## src/rtl/uart_apb_pkg.sv

```systemverilog
// Shared types for the UART APB completer: transfer phases, access classes,
// register byte offsets and the address/direction classifier.
package uart_apb_pkg;

  typedef enum logic [1:0] {
    IDLE,
    SETUP,
    ACCESS
  } state_e;

  typedef enum logic [1:0] {
    ACC_REG,
    ACC_TX,
    ACC_RX,
    ACC_ERR
  } acc_class_e;

  localparam logic [4:0] CTRL_OFS   = 5'h00;
  localparam logic [4:0] STATUS_OFS = 5'h04;
  localparam logic [4:0] TXDATA_OFS = 5'h08;
  localparam logic [4:0] RXDATA_OFS = 5'h0C;
  localparam logic [4:0] BAUD_OFS   = 5'h10;

  // TX/RX bridging is only legal while the matching enable bit is set.
  function automatic acc_class_e classify(input logic [2:0] idx,
                                          input logic       wr,
                                          input logic [1:0] ctrl);
    acc_class_e cls;
    cls = ACC_ERR;
    case (idx)
      CTRL_OFS[4:2]:   cls = ACC_REG;
      BAUD_OFS[4:2]:   cls = ACC_REG;
      STATUS_OFS[4:2]: cls = wr ? ACC_ERR : ACC_REG;
      TXDATA_OFS[4:2]: cls = (wr && ctrl[0]) ? ACC_TX : ACC_ERR;
      RXDATA_OFS[4:2]: cls = (!wr && ctrl[1]) ? ACC_RX : ACC_ERR;
      default:         cls = ACC_ERR;
    endcase
    return cls;
  endfunction

endpackage

```

## src/rtl/apb_uart_regfile.sv

```systemverilog
// CTRL/BAUD storage, sticky error flag and the register read mux.
// Reading STATUS clears the sticky flag unless an error is flagged the same cycle.
module apb_uart_regfile
  import uart_apb_pkg::*;
#(
  parameter int unsigned DATA_W = 32
) (
  input  logic              clk,
  input  logic              rst_n,
  input  logic              wr_en,
  input  logic              rd_en,
  input  logic              err_set,
  input  logic [2:0]        idx,
  input  logic [DATA_W-1:0] wdata,
  input  logic              tx_ready,
  input  logic              rx_valid,
  output logic [1:0]        ctrl,
  output logic [15:0]       baud_div,
  output logic [DATA_W-1:0] rdata
);

  logic [1:0]  ctrl_q, ctrl_d;
  logic [15:0] baud_q, baud_d;
  logic        err_q, err_d;
  logic        unused_wdata;

  assign unused_wdata = ^wdata[DATA_W-1:16];

  always_comb begin
    ctrl_d = ctrl_q;
    baud_d = baud_q;
    err_d  = err_q;
    if (wr_en && idx == CTRL_OFS[4:2]) ctrl_d = wdata[1:0];
    if (wr_en && idx == BAUD_OFS[4:2]) baud_d = wdata[15:0];
    if (err_set)                                 err_d = 1'b1;
    else if (rd_en && idx == STATUS_OFS[4:2])    err_d = 1'b0;
  end

  always_comb begin
    rdata = '0;
    case (idx)
      CTRL_OFS[4:2]:   rdata = DATA_W'(ctrl_q);
      STATUS_OFS[4:2]: rdata = DATA_W'({err_q, rx_valid, ~tx_ready});
      BAUD_OFS[4:2]:   rdata = DATA_W'(baud_q);
      default:         rdata = '0;
    endcase
  end

  always_ff @(posedge clk or negedge rst_n) begin
    if (!rst_n) begin
      ctrl_q <= 2'b00;
      baud_q <= 16'd0;
      err_q  <= 1'b0;
    end else begin
      ctrl_q <= ctrl_d;
      baud_q <= baud_d;
      err_q  <= err_d;
    end
  end

  assign ctrl     = ctrl_q;
  assign baud_div = baud_q;

endmodule

```

## src/rtl/apb_uart_completer.sv

```systemverilog
// APB completer for the UART register file: transfer FSM plus TX/RX handshake bridge.
// Define APB_COMPLETER_TIMEOUT_EN to bound TXDATA/RXDATA wait states by TIMEOUT cycles.
module apb_uart_completer
  import uart_apb_pkg::*;
#(
  parameter int unsigned ADDR_W  = 5,
  parameter int unsigned DATA_W  = 32,
  parameter int unsigned TIMEOUT = 255
) (
  input  logic              PCLK,
  input  logic              PRESETn,
  input  logic              PSEL,
  input  logic              PENABLE,
  input  logic              PWRITE,
  input  logic [ADDR_W-1:0] PADDR,
  input  logic [DATA_W-1:0] PWDATA,
  output logic              PREADY,
  output logic [DATA_W-1:0] PRDATA,
  output logic              PSLVERR,
  output logic [1:0]        ctrl,
  output logic [15:0]       baud_div,
  output logic [7:0]        tx_data,
  output logic              tx_valid,
  input  logic              tx_ready,
  input  logic [7:0]        rx_data,
  input  logic              rx_valid,
  output logic              rx_ready
);

  state_e             state_q, state_d, phase;
  acc_class_e         cls_q, cls_d, cls_now;
  logic               pready_q, pready_d;
  logic               pslverr_q, pslverr_d;
  logic [DATA_W-1:0]  prdata_q, prdata_d;
  logic [7:0]         tx_data_q, tx_data_d;
  logic               tx_valid_q, tx_valid_d;
  logic               rx_ready_q, rx_ready_d;
  logic               reg_wr, reg_rd, err_set, addr_bad, timeout_hit;
  logic [DATA_W-1:0]  reg_rdata;

  apb_uart_regfile #(.DATA_W(DATA_W)) u_regfile (
    .clk      (PCLK),
    .rst_n    (PRESETn),
    .wr_en    (reg_wr),
    .rd_en    (reg_rd),
    .err_set  (err_set),
    .idx      (PADDR[4:2]),
    .wdata    (PWDATA),
    .tx_ready (tx_ready),
    .rx_valid (rx_valid),
    .ctrl     (ctrl),
    .baud_div (baud_div),
    .rdata    (reg_rdata)
  );

  // Misaligned or out-of-window addresses never reach the register decode.
  assign addr_bad = (|PADDR[1:0]) | (|(PADDR >> 5));
  assign cls_now  = addr_bad ? ACC_ERR : classify(PADDR[4:2], PWRITE, ctrl);

`ifdef APB_COMPLETER_TIMEOUT_EN
  localparam int unsigned CNT_W = ($clog2(TIMEOUT + 1) > 8) ? $clog2(TIMEOUT + 1) : 8;
  logic [CNT_W-1:0] wait_cnt_q, wait_cnt_d;

  always_comb begin
    wait_cnt_d = '0;
    if (state_q == ACCESS) wait_cnt_d = wait_cnt_q + 1'b1;
  end

  assign timeout_hit = (wait_cnt_d == CNT_W'(TIMEOUT));

  always_ff @(posedge PCLK or negedge PRESETn) begin
    if (!PRESETn) wait_cnt_q <= '0;
    else          wait_cnt_q <= wait_cnt_d;
  end
`else
  localparam int unsigned UNUSED_TIMEOUT = TIMEOUT;
  assign timeout_hit = 1'b0;
`endif

  // SETUP is decoded from the bus in the cycle PSEL rises; it is never held in state_q.
  always_comb begin
    phase = state_q;
    if (state_q == IDLE && PSEL && !PENABLE) phase = SETUP;

    state_d    = state_q;
    cls_d      = cls_q;
    pready_d   = 1'b0;
    pslverr_d  = 1'b0;
    prdata_d   = '0;
    tx_data_d  = tx_data_q;
    tx_valid_d = tx_valid_q;
    rx_ready_d = 1'b0;
    reg_wr     = 1'b0;
    reg_rd     = 1'b0;
    err_set    = 1'b0;

    case (phase)
      SETUP: begin
        state_d = ACCESS;
        cls_d   = cls_now;
        case (cls_now)
          ACC_REG: begin
            pready_d = 1'b1;
            reg_wr   = PWRITE;
            reg_rd   = !PWRITE;
            prdata_d = PWRITE ? '0 : reg_rdata;
          end
          ACC_TX: begin
            tx_valid_d = 1'b1;
            tx_data_d  = PWDATA[7:0];
          end
          ACC_RX: ;
          default: begin
            pready_d  = 1'b1;
            pslverr_d = 1'b1;
            err_set   = 1'b1;
          end
        endcase
      end
      ACCESS: begin
        if (pready_q) begin
          state_d = IDLE;
        end else if (!PSEL) begin
          state_d    = IDLE;
          tx_valid_d = 1'b0;
        end else if (cls_q == ACC_TX && tx_valid_q && tx_ready) begin
          tx_valid_d = 1'b0;
          pready_d   = 1'b1;
        end else if (cls_q == ACC_RX && rx_valid) begin
          rx_ready_d = 1'b1;
          pready_d   = 1'b1;
          prdata_d   = DATA_W'(rx_data);
        end else if (timeout_hit) begin
          tx_valid_d = 1'b0;
          pready_d   = 1'b1;
          pslverr_d  = 1'b1;
          err_set    = 1'b1;
        end
      end
      default: state_d = IDLE;
    endcase
  end

  always_ff @(posedge PCLK or negedge PRESETn) begin
    if (!PRESETn) begin
      state_q    <= IDLE;
      cls_q      <= ACC_REG;
      pready_q   <= 1'b0;
      pslverr_q  <= 1'b0;
      prdata_q   <= '0;
      tx_data_q  <= 8'd0;
      tx_valid_q <= 1'b0;
      rx_ready_q <= 1'b0;
    end else begin
      state_q    <= state_d;
      cls_q      <= cls_d;
      pready_q   <= pready_d;
      pslverr_q  <= pslverr_d;
      prdata_q   <= prdata_d;
      tx_data_q  <= tx_data_d;
      tx_valid_q <= tx_valid_d;
      rx_ready_q <= rx_ready_d;
    end
  end

  assign PREADY   = pready_q;
  assign PSLVERR  = pslverr_q;
  assign PRDATA   = prdata_q;
  assign tx_data  = tx_data_q;
  assign tx_valid = tx_valid_q;
  assign rx_ready = rx_ready_q;

endmodule

```

## config.mk

```make
export PLATFORM = sky130hd
export DESIGN_NAME = apb_uart_completer
export DESIGN_NICKNAME = d
export VERILOG_FILES = /design/src/rtl/uart_apb_pkg.sv /design/src/rtl/apb_uart_regfile.sv /design/src/rtl/apb_uart_completer.sv
export SDC_FILE = /design/constraint.sdc
export NUM_CORES = 1
export LEC_CHECK = 0
export CAP_MARGIN = 30
export CORE_ASPECT_RATIO = 0.7
export CORE_MARGIN = 1.5
export CORE_UTILIZATION = 36
export DETAILED_ROUTE_END_ITERATION = 8
export PLACE_DENSITY = 0.77
export RECOVER_POWER = 25
export SKIP_LAST_GASP = 1
export SYNTH_ARGS = -nofsm -noshare
export SYNTH_HDL_FRONTEND = slang
export SYNTH_SLANG_ARGS = --single-unit
```

## constraint.sdc

```tcl
create_clock -name PCLK -period 2.3 [get_ports PCLK]
set_input_delay 0.69 -clock PCLK [delete_from_list [all_inputs] [get_ports PCLK]]
set_output_delay 0.69 -clock PCLK [all_outputs]
set_load 0.05 [all_outputs]
```

Word-level counts from Yosys, hierarchy flattened
Index checks and enable logic that the tools add are counted.

Equality and inequality tests: 14. Mux-type cells: 40. Bitwise gates (word level): 1. Reduce and logical (&&, ||, !) cells: 23.

Operators by type and width (count): $mux W32 (2); $pmux W32 S2 (1); $pmux W16 S3 (1); $mux W8 (4); $mux W1 (22); $mux W2 (6); $logic_and A1 B1 Y1 (10); $pmux W2 S4 (1); $eq A2 B1 Y1 const B (3); $eq A2 B2 Y1 const B (3); $eq A3 B2 Y1 const B (2); $ne A3 B3 Y1 const B (2); $reduce_or A2 Y1 (3); $logic_not A2 Y1 (2); $pmux W1 S2 (2); $pmux W2 S2 (1); $reduce_and A4 Y1 (1); $reduce_bool A2 Y1 (2); $eq A3 B1 Y1 const B (1); $eq A3 B3 Y1 const B (1); $logic_not A3 Y1 (1); $reduce_or A3 Y1 (1); $logic_not A1 Y1 (2); $ne A2 B1 Y1 const B (1); other kinds (3) (3).

Flip-flop bits (word level): 67. Input port bits: 52. Output and inout bits: 62.

Logic depth before layout (Yosys ltp)
Gate-level depths: netlist of the first run.

Depth in word-level cells: 11. Depth in mapped cells: 8. Mapped depth without buffers: 6.

Hierarchy
Synthesis of the first run repeated with hierarchy kept, for this count alone.

Cell total of the unflattened synthesis: 219. Area, all modules: 2889.0 sq um.

Modules (own cells, without submodules): apb_uart_completer (instances 1, cells each 128, area each 1789.2 sq um); apb_uart_regfile (instances 1, cells each 91, area each 1099.8 sq um).

Worst setup path before layout of the first run
No wires, ideal clock.

Path type: input to register. Start point: in PADDR[2]. End point: reg u_regfile.baud_q[0], in the netlist u_regfile.baud_div[0]. Data arrival time: 2865 ps. Required time: 2175 ps. Setup slack: -690 ps. Stages on the path: 8. Buffers on the path: 2. Cells stage by stage: clkbuf_1 nand2_1 a2111oi_0 ha_1 nand2b_1 nor4_4 buf_6 mux2_2.

Longest elaborated chain between the ends: 8.

Ends and longest elaborated chain: from (decl) (RTL line apb_uart_completer.sv:15) `input logic [ADDR_W-1:0] PADDR,`; $eq A3 B3 Y1 / $logic_not A3 Y1 (equally long branches) (RTL line uart_apb_pkg.sv:30, apb_uart_regfile.sv:34); $reduce_or A2 Y1 (no line); $pmux W2 S4 (RTL line uart_apb_pkg.sv:30) `case (idx)`; $mux W2 (RTL line apb_uart_completer.sv:58) `assign cls_now = addr_bad ? ACC_ERR : classify(PADDR[4:2], PWRITE, ctrl);`; $logic_not A2 Y1 (RTL line apb_uart_completer.sv:101) `case (cls_now)`; $mux W1 (RTL line apb_uart_completer.sv:101); $mux W1 (RTL line apb_uart_completer.sv:97) `case (phase)`; $logic_and A1 B1 Y1 * (RTL line apb_uart_regfile.sv:34) `if (wr_en && idx == BAUD_OFS[4:2]) baud_d = wdata[15:0];`; to (signal assigned) (RTL line apb_uart_regfile.sv:56) `baud_q <= baud_d;`; to (decl) (RTL line apb_uart_regfile.sv:23) `logic [15:0] baud_q, baud_d;`.

Every way passes the cells marked *; elsewhere a longest branch is shown, timed or not. A chain may end at the register's enable or synchronous reset.

Worst setup path in the final report of the first run
Start point: in PADDR[4]. End point: reg u_regfile.ctrl_q[0], in the netlist u_regfile.ctrl[0].

Longest elaborated chain between the ends: 8.

Ends and longest elaborated chain: $eq A3 B3 Y1 / $logic_not A3 Y1 (equally long branches) (RTL line uart_apb_pkg.sv:30, apb_uart_regfile.sv:33); $reduce_or A2 Y1 (no line); $pmux W2 S4 (RTL line uart_apb_pkg.sv:30); $mux W2 (RTL line apb_uart_completer.sv:58); $logic_not A2 Y1 (RTL line apb_uart_completer.sv:101); $mux W1 (RTL line apb_uart_completer.sv:101); $mux W1 (RTL line apb_uart_completer.sv:97); $logic_and A1 B1 Y1 * (RTL line apb_uart_regfile.sv:33) `if (wr_en && idx == CTRL_OFS[4:2]) ctrl_d = wdata[1:0];`; to (signal assigned) (RTL line apb_uart_regfile.sv:55) `ctrl_q <= ctrl_d;`; to (decl) (RTL line apb_uart_regfile.sv:22) `logic [1:0] ctrl_q, ctrl_d;`.

Marks and branches as above.

==> results of run 1 <==
==> power breakdown <==
part | total, W | switching [W] | internal [W]
combinational | 0.000503 | 0.000312 | 0.000191
clock | 0.000563 | 0.000287 | 0.000276
sequential | 0.000964 | 0.0000338 | 0.000930
==> cell families (layout without fill, tap and decap cells) <==
| group | count (synthesis) | in the layout | synth area share [%] |
|---|---|---|---|
| adder cells (fa/ha/maj) | 3 | 3 | 1.71 |
| other | 1 | 16 | 0.171 |
| AO/OA/AOI/OAI | 22 | 22 | 7.58 |
| buffers and inverters | 27 | 119 | 8.10 |
| AND/OR/NAND/NOR | 35 | 35 | 11.2 |
| multiplexers | 28 | 28 | 14.3 |
| flip-flops | 50 | 50 | 57.0 |
==> cells in the final DEF (no fill, tap or decap), types with 2 or more instances in the layout <==
master,synthesis,routed
nand2b_1,6,5
nor4_4,2,2
clkbuf_8,0,7
nand2_1,8,7
a21oi_1,2,2
inv_1,6,6
buf_4,16,20
ha_1,3,2
dfrtp_1,50,50
o22ai_1,4,4
buf_2,1,3
o21ai_0,2,2
and2_1,9,9
buf_12,0,4
clkdlybuf4s50_1,0,72
mux2i_1,2,2
mux2_4,0,16
conb_1,1,16
mux2_2,26,10
a22o_1,8,8
==> cell type report <==
cell class / instances / area [sq um]
flip-flops and latches: 50 / 1250
well taps: 75 / 93.8
inverters: 6 / 22.5
multi-input cells: 104 / 937
repair buffers: 105 / 1040
clock buffers: 7 / 96.3
fillers: 488 / 2360
clock inverters: 1 / 8.76
==> sequential cells by signal (all words and copies together) (netlist names), 2 cells and up <==
signal	cells
tx_data	8
u_regfile.baud_div	16
PRDATA	16
u_regfile.ctrl	2
cls_q	2
==> critical path, delay by kind of cell <==
family / cells / cell delay, ns
simple gates: 2 / 0.49
compound gates: 2 / 0.38
fa+ha+maj: 1 / 0.14
buf+inv: 3 / 0.43
mux: 1 / 0.28
==> metal layers <==
layer / global-route usage [%] / part of all wire [%] / vias up
met3: 4.89 / 7.7 / 5
li1: - / - / 760
met2: 26.4 / 47 / 69
met4: 5.07 / 0.97 / 0
met1: 22.4 / 45 / 802
met5: 0 / 0 / -
==> path summary, 6_finish.rpt <==
check                                       start                endpoint  slack (ns)  depth (start not counted)
worst max-delay path                     PADDR[4]       u_regfile.ctrl[0]        0.07                          9
worst min-delay path                     cls_q[1]                cls_q[1]        0.51                          2
worst max register to register  u_regfile.ctrl[1]       u_regfile.ctrl[0]        0.12                          8
worst min register to register           cls_q[1]                cls_q[1]        0.51                          2
max in group asynchronous                 PRESETn                cls_q[0]        0.79                          1
min in group asynchronous                 PRESETn  u_regfile.baud_div[13]        0.69                          1
==> metrics by stage <==
step / cells / setup WS [ns] / total power, W / util (%)
2_1_floorplan: 181 / -0.315 / 0.00130 / -
4_1_cts: 347 / -0.0214 / 0.00205 / 59.2
5_1_grt: 348 / 0.0174 / 0.00212 / 59.4
3_3_place_gp: 335 / -0.720 / 0.00148 / 56.2
3_5_place_dp: 335 / -0.790 / 0.00148 / 56.2
6_report: 348 / 0.0697 / 0.00203 / 59.4
==> timing repair <==
action	4_1_cts	5_1_grt
pin swaps	6	2
gates resized for setup	33	4
endpoints found under the setup margin	44	18
gates cloned	1	0
buffers inserted	3	1
hold endpoints to repair	0	0
==> run_results.csv, run 1 <==
group,metric,value,unit
run_status,outcome,"completed",
critical_path,path_class,"primary input to flop",
die,core_area,0.00581,sq mm
global_routing,grt_pass1_wl,7980,um
placed_design,detailed_place_hpwl,4100,um
global_routing,globalRouteOverflowTotal,0,
placed_design,dpl_cell_area,0.00327,sq mm
critical_path,crit_fanout,5,
power,vdd_drop_max,0.000378,V
critical_path,critPathRequiredTime,2.49,ns
finish,drive_gt1_share,27.8,%
sta,rsz0062_at_grt,"no",
cts,holdBufCountCts,0,
yosys,synth_cell_types,34,
critical_path,critPathArrivalTime,2.42,ns
yosys,ys_seq_elements,50,
yosys,synth_edf_count,0,
sta,whs,0.507,ns
critical_path,max_stage_delay,0.43,ns
drt,wl,5440,um
yosys,synthCells,166,
yosys,ys_warn_count,0,
run,max_cap_violations,0,
drt,drtPass1Iterations,4,
yosys,yosysSeqAreaShare,57.0,%
drt,wire_per_inst,15.6,um
sta,final.setup.tns,0,ns
cts,numCtsBuffers,5,
sta,finalSetupViolCount,0,
yosys,synth_area,0.00219,sq mm
yosys,yosysTopAreaCell,"dfrtp_1",
finish,syn_to_final_growth,57.4,%
drt,viasPerCell,4.70,
drt,via_count,1636,
cts,clk_pin_slew,0.09,ns
cts,cts_tree,"built",
power,p_per_area,588,mW/mm^2
sta,hold_violations,0,
placed_design,io_buffers,81,
critical_path,path_common_cell,"buf_4",
sta,fin_crit,2.23,ns
sta,maxSlewViolCount,0,
cts,cts_buffer_depth,2,
placed_design,gp_congestion,0.804,
die,die_h,68.3,um
yosys,yosys-top-cells-area,"dfrtp_1 57%, mux2_2 13%, buf_4 5.5%, a22o_1 3.2%, and2_1 2.6%",
sta,finalCritPeriodShare,97.0,%
drt,drc,0,
sta,relSlewSlack,7.12,%
yosys,synth_top_area_share,57.0,%
die,dieArea,0.00658,sq mm
global_routing,grt_max_degree,27,
cts,h-tree-depth,2,
critical_path,cp-end-kind,"flop",
sta,fin_skew,0.00706,ns
global_routing,antenna_found_initial,0,
critical_path,start_kind,"primary input",
yosys,avgSynthCellArea,13.2,sq um
global_routing,first_global_vias,1575,
cts,cts_root_buffer,"clkbuf_8",
yosys,synthTopCellsByCount,"50 x dfrtp_1, 26 x mux2_2, 16 x buf_4, 9 x and2_1",
critical_path,cp_slowest_cell,"or4_4",
die,die_w,96.3,um
yosys,yosysMostFrequentCell,"dfrtp_1",
die,io_pins,114,
sta,fmax,448,MHz
global_routing,grtUsageTotal,16.7,%
yosys,synth-async-reset-ratio,100,%
finish,fin_area,0.00345,sq mm
yosys,synth_ff_type,"dfrtp_1",
finish,nets,327,
drt,final_antenna_net_count,0,
finish,n_antenna_cell,0,
power,leakage,1.60,nW
min_path,worstHoldPathType,"flop to flop",
drt,dr.first_iter.drc_count,63,
die,initial_utilization,37.8,%
cts,insertion_delay,0.30,ns
cts,clock-sinks,50,
sta,tightest_slew,1.39,ns
critical_path,path_cells,"buf_8 -> o21a_1 -> a2111oi_4 -> buf_4 -> ha_4 -> nand2b_4 -> buf_4 -> or4_4 -> mux2_2",
die,rows,23,
Note: power is estimated with default switching activity, not from simulation.
==> run 2: changes to the inputs <==
Settings changed: HOLD_SLACK_MARGIN from default to 0.06, PLACE_DENSITY 0.77 to 0.83.
==> run 2 against run 1 <==
  * The run now ends with negative setup slack left
  * Critical path depth is 1 lower
  * Final cell count is 0.29% higher
  * Non-clock buffer count is 1 higher
  * First-iteration DRC count is 7.9% higher
  * Flip-flop and latch count stayed put
  * Via count is 1.7% lower
  * Fmax is 3.4% lower
  * Register-to-register slack better by 0.03 ns
  * Sequential share of layout area is 0.28 points higher
  * Wire length is 5.9% lower
  * Worst setup slack worse by 0.080 ns
==> run_results.csv, run 2 (same netlist as run 1, synthesis figures left out) <==
group,metric,value,unit
run_status,outcome,"finished, violations left",
run_status,failed_checks,"negative setup slack",
critical_path,path_class,"primary input to flop",
global_routing,grtUsageTotal,16.2,%
drt,dr.first_iter.drc_count,68,
drt,drc,0,
critical_path,r2r_end,"u_regfile.ctrl[0]",
global_routing,first_global_vias,1598,
critical_path,max_stage_delay,0.43,ns
critical_path,path_cells,"buf_8 -> o21a_1 -> a2111oi_4 -> ha_4 -> nand2b_4 -> buf_4 -> or4_4 -> mux2_2",
finish,syn_to_final_growth,56.2,%
sta,relSlewSlack,19.4,%
drt,viasPerCell,4.61,
die,die_w,96.3,um
critical_path,worst-path-stages,8,
sta,fin_crit,2.31,ns
power,vdd_drop_max,0.000456,V
critical_path,crit_fanout,6,
min_path,worstHoldPathType,"flop to flop",
sta,rsz0062_at_grt,"yes",
global_routing,globalRouteOverflowTotal,0,
critical_path,critPathRequiredTime,2.49,ns
cts,holdBufCountCts,0,
critical_path,crit_family,"compound AO/OA/AOI/OAI gates",
critical_path,cp_num_buf_inv,2,
die,die_h,68.3,um
finish,drive_gt1_share,28.8,%
cts,insertion_delay,0.29,ns
finish,fin_util,59.0,%
power,p_per_area,607,mW/mm^2
sta,fin_skew,0.00263,ns
cts,cts_root_buffer,"clkbuf_8",
cts,numCtsBuffers,5,
global_routing,grt_pass1_wl,7910,um
critical_path,rr_worst_depth,7,
placed_design,gp_congestion,0.782,
sta,finalSetupViolCount,2,
drt,wl,5120,um
critical_path,cp-end-kind,"flop",
min_path,whs_endpoint,"tx_data[2]",
cts,clk_pin_slew,0.09,ns
die,initial_utilization,37.8,%
critical_path,start_kind,"primary input",
drt,via_count,1609,
finish,nets,328,
critical_path,critPathArrivalTime,2.50,ns
sta,tightest_slew,1.21,ns
drt,final_antenna_net_count,0,
finish,final_common_cell,"clkdlybuf4s50_1",
die,core_area,0.00581,sq mm
placed_design,detailed_place_hpwl,3790,um
critical_path,cp_slowest_cell,"or4_4",
sta,maxSlewViolCount,0,
sta,finalCritPeriodShare,100,%
placed_design,placed_cells,337,
critical_path,r2r-start,"u_regfile.ctrl[0]",
drt,drtPass1Iterations,4,
die,rows,23,
sta,timing.final.ws_setup,-0.00992,ns
min_path,min-delay-start,"tx_data[2]",
cts,clock-sinks,50,
sta,fmax,433,MHz
die,io_pins,114,
cts,cts_tree,"built",
placed_design,io_buffers,81,
die,dieArea,0.00658,sq mm
global_routing,antenna_found_initial,0,
finish,final_cell_mix,"72 x clkdlybuf4s50_1, 50 x dfrtp_1, 23 x buf_4",
global_routing,grt_max_degree,51,
finish,n_antenna_cell,0,
power,leakage,1.58,nW
min_path,min_path_cells,1,
sta,hold_violations,0,
critical_path,r2r_slack,0.15,ns
cts,cts_buffer_depth,2,
finish,final_cells,349,
run,max_cap_violations,0,
cts,h-tree-depth,2,
drt,wire_per_inst,14.7,um
## run 2: changes by cell type in the layout (fill, tap and decap cells not counted), sizes merged
cell          delta
buf              +2
clkbuf           -2
bufinv           +1
dlymetal6s2s     -1
inv              +1
## run 2: how the worst max path moves through the flow
stage                         from                     end  slack, ns
after floorplan           PADDR[2]   u_regfile.baud_div[0]      -0.32
after global placement    PADDR[4]  u_regfile.baud_div[10]      -0.69
after detailed placement  PADDR[2]  u_regfile.baud_div[10]      -0.72
after CTS                 PADDR[4]   u_regfile.baud_div[4]      -0.03
after global routing      PADDR[4]       u_regfile.ctrl[0]      -0.04
final                     PADDR[4]       u_regfile.ctrl[0]      -0.01
## run 2: metrics by stage
stage	hold slack [ns]	setup slack [ns]	setup TNS [ns]	cell area [sq um]	power [W]
final	0.514	-0.00992	-0.0194	3430	0.00208
after global routing	0.529	-0.0385	-0.362	3430	0.00217
after CTS	0.504	-0.0280	-0.232	3440	0.00210
after detailed placement	0.497	-0.718	-26.74	3270	0.00148
after global placement	0.486	-0.692	-25.71	3270	0.00147
after floorplan	0.394	-0.315	-4.30	2360	0.00130
## run 2: area by class of cell
| type | instances | area, sq um |
|---|---|---|
| clock buffer | 5 | 68.8 |
| clock inverter | 3 | 43.8 |
| fill | 478 | 2390 |
| inverter | 6 | 22.5 |
| multi-input combinational | 104 | 920 |
| sequential | 50 | 1250 |
| tap | 75 | 93.8 |
| timing repair buffer | 106 | 1030 |
## run 2: where the power goes
group | internal [W] | total [W] | switching, W
Sequential | 0.000930 | 0.000963 | 0.0000326
Combinational | 0.000190 | 0.000500 | 0.000310
Clock | 0.000326 | 0.000617 | 0.000291
## run 2: layer usage
metal | wire length, um | track usage (%) | part of all wire [%] | vias up
li1 | - | - | - | 764
met1 | 2480 | 23.2 | 48 | 780
met2 | 2260 | 24.6 | 44 | 63
met3 | 363 | 4.56 | 7.1 | 2
met4 | 15 | 3.44 | 0.29 | 0
met5 | 0 | 0 | 0 | -
## run 2: repair_timing
action | CTS | global route
endpoints found under the setup margin | 45 | 16
cloned | 1 | 0
gates resized for setup | 31 | 3
buffers inserted | 2 | 2
pin swaps | 6 | 3
==> run 3: changes to the inputs <==
--- a/config.mk
+++ b/config.mk
@@ -9,3 +9,2 @@
 export CORE_ASPECT_RATIO = 0.7
-export CORE_MARGIN = 1.5
 export CORE_UTILIZATION = 36
@@ -13,2 +12,3 @@
 export HOLD_SLACK_MARGIN = 0.06
+export MAX_ROUTING_LAYER = met4
 export PLACE_DENSITY = 0.83
==> constraint.sdc (replaced) <==
create_clock -name PCLK -period 2.3 [get_ports PCLK]
set_input_delay 0.23 -clock PCLK [delete_from_list [all_inputs] [get_ports PCLK]]
set_output_delay 0.23 -clock PCLK [all_outputs]
set_load 0.05 [all_outputs]
==> run 3 against run 2 <==
  * The flow finishes with violations (max-capacitance violations, max-slew violations)
  * Final area is 4.3% lower
  * Clock-buffer cell count is 1 higher
  * Utilization decreased by 2.6 points
  * Non-clock buffer count shrank 3
  * Worst hold slack worse by 0.0059 ns
  * Critical path type unchanged
  * Final cell count down 0.86%
  * Combinational power fell by 1%
  * Sequential power about the same
  * Critical path depth up 1
==> run_results.csv, run 3 (same netlist as run 1, synthesis figures left out) <==
group,metric,value,unit
finish,final_cell_mix,"80 x clkdlybuf4s50_1, 48 x dfrtp_1, 26 x mux2_2",
min_path,worstHoldPathType,"flop to flop",
critical_path,cp_slowest_cell,"clkdlybuf4s50_1",
finish,nets,325,
die,die_h,67.3,um
placed_design,gp_congestion,0.801,
global_routing,grt_max_degree,28,
sta,timing.final.ws_setup,0.0708,ns
drt,wire_per_inst,14.7,um
drt,drc,0,
drt,via_count,1588,
critical_path,path_cells,"clkdlybuf4s50_1 -> buf_4 -> nor4bb_1 -> o221a_2 -> ha_2 -> nand2b_4 -> nor4_4 -> buf_4 -> mux2_2",
sta,fin_skew,0.0103,ns
cts,cts_tree,"built",
cts,cts_buffer_depth,2,
sta,finalSetupViolCount,0,
finish,fin_util,56.4,%
sta,finalCritPeriodShare,96.9,%
sta,whs,0.508,ns
die,core_area,0.00581,sq mm
placed_design,dpl_cell_area,0.00319,sq mm
drt,wl,5070,um
die,rows,23,
cts,clk_pin_slew,0.10,ns
cts,h-tree-depth,2,
critical_path,critPathArrivalTime,2.41,ns
placed_design,io_buffers,81,
finish,n_fill_cell,504,
cts,numCtsBuffers,5,
global_routing,antenna_found_initial,0,
finish,syn_to_final_growth,49.4,%
finish,n_antenna_cell,0,
global_routing,globalRouteOverflowTotal,0,
critical_path,cp-end-kind,"flop",
die,die_w,95.3,um
sta,maxSlewViolCount,28,
global_routing,first_global_vias,1627,
critical_path,crit_family,"buffers and inverters",
critical_path,path_class,"primary input to flop",
sta,fmax,449,MHz
cts,cts_root_buffer,"clkbuf_8",
critical_path,cp_num_buf_inv,3,
critical_path,crit_fanout,8,
sta,rsz0062_at_grt,"yes",
cts,insertion_delay,0.30,ns
finish,drive_gt1_share,23.6,%
run,max_cap_violations,1,
sta,fin_crit,2.23,ns
critical_path,start_kind,"primary input",
power,vdd_drop_max,0.000420,V
global_routing,grt_pass1_wl,7870,um
die,io_pins,114,
critical_path,max_stage_delay,0.44,ns
sta,hold_violations,0,
drt,viasPerCell,4.59,
sta,tightest_slew,1.52,ns
drt,final_antenna_net_count,0,
power,leakage,1.50,nW
cts,clock-sinks,50,
run_status,failed_checks,"max-capacitance violations, max-slew violations",
power,p_per_area,605,mW/mm^2
critical_path,path_common_cell,"buf_4",
placed_design,pre_cts_slack,-0.320,ns
global_routing,grtUsageTotal,17.0,%
sta,relSlewSlack,-1.09,%
finish,final_common_cell,"clkdlybuf4s50_1",
die,dieArea,0.00642,sq mm
die,initial_utilization,37.8,%
cts,post_cts_buffers,0,
placed_design,detailed_place_hpwl,3910,um
finish,fin_area,0.00328,sq mm
cts,ctsResizeCount,0,
drt,drtPass1Iterations,4,
critical_path,critPathRequiredTime,2.48,ns
power,finalPower,0.00198,W
run_status,outcome,"finished, violations left",
drt,dr.first_iter.drc_count,39,
==> run 3: cell types whose count changed in the layout (fill, tap and decap cells not counted), sizes merged <==
cell and delta:
clkdlybuf4s50 +8, buf -13, clkinvlp +1, inv -1
clkdlybuf4s15 -1, clkbuf +3, dlygate4sd3 +1, bufinv -1
==> run 3: worst reg2reg max path: cells and delay by family, from the launching register on <==
family	cells	cell delay, ns
flip-flops	1	0.40
adder cells (fa/ha/maj)	1	0.27
AND/OR/NAND/NOR	3	0.37
AO/OA/AOI/OAI	1	0.38
multiplexers	1	0.35
buffers and inverters	1	0.23
==> run 3: per-stage QoR <==
stage	cells	setup TNS, ns
final	346	0
after global routing	346	-0.106
after CTS	346	0
after detailed placement	337	-7.88
after global placement	337	-6.55
after floorplan	181	-0.262
==> run 3: where the power goes <==
group	leakage, nW	total (W)	internal, W	switching [W]
logic	0.776	0.000493	0.000185	0.000308
registers	0.672	0.000961	0.000930	0.0000304
clock network	0.0472	0.000530	0.000242	0.000288
==> run 3: worst paths after layout <==
kind	from	endpoint	slack, ns	depth (start not counted)
min	u_regfile.baud_div[12]	PRDATA[12]	0.51	1
min in group asynchronous	PRESETn	tx_data[2]	0.82	2
max in group asynchronous	PRESETn	u_regfile.baud_div[8]	0.34	3
max reg2reg	u_regfile.ctrl[1]	u_regfile.baud_div[8]	0.20	7
min reg2reg	u_regfile.baud_div[12]	PRDATA[12]	0.51	1
max	PADDR[4]	u_regfile.baud_div[8]	0.07	9
==> run 3: what timing repair did <==
item	CTS	global route
hold buffers	1	0
pin swaps	1	1
endpoints found under the hold margin	25	0
endpoints found under the setup margin	5	16
gates cloned	0	0
==> run 3: cell type report <==
class	instances	area, sq um	area share, %
Clock inverter	2	12.5	0.382
Timing Repair Buffer	103	965	29.4
Multi-Input combinational cell	104	848	25.9
Sequential cell	50	1250	38.2
Inverter	6	22.5	0.687
Clock buffer	6	82.6	2.52
Tap cell	75	93.8	2.86
==> run 3: routing by layer <==
layer	up-vias	global-route usage, %	share of wire (%)
li1	760	-	-
met1	766	22.9	48
met2	57	25.7	45
met3	5	4.39	6.1
met4	0	3.79	0.51
met5	-	-	0
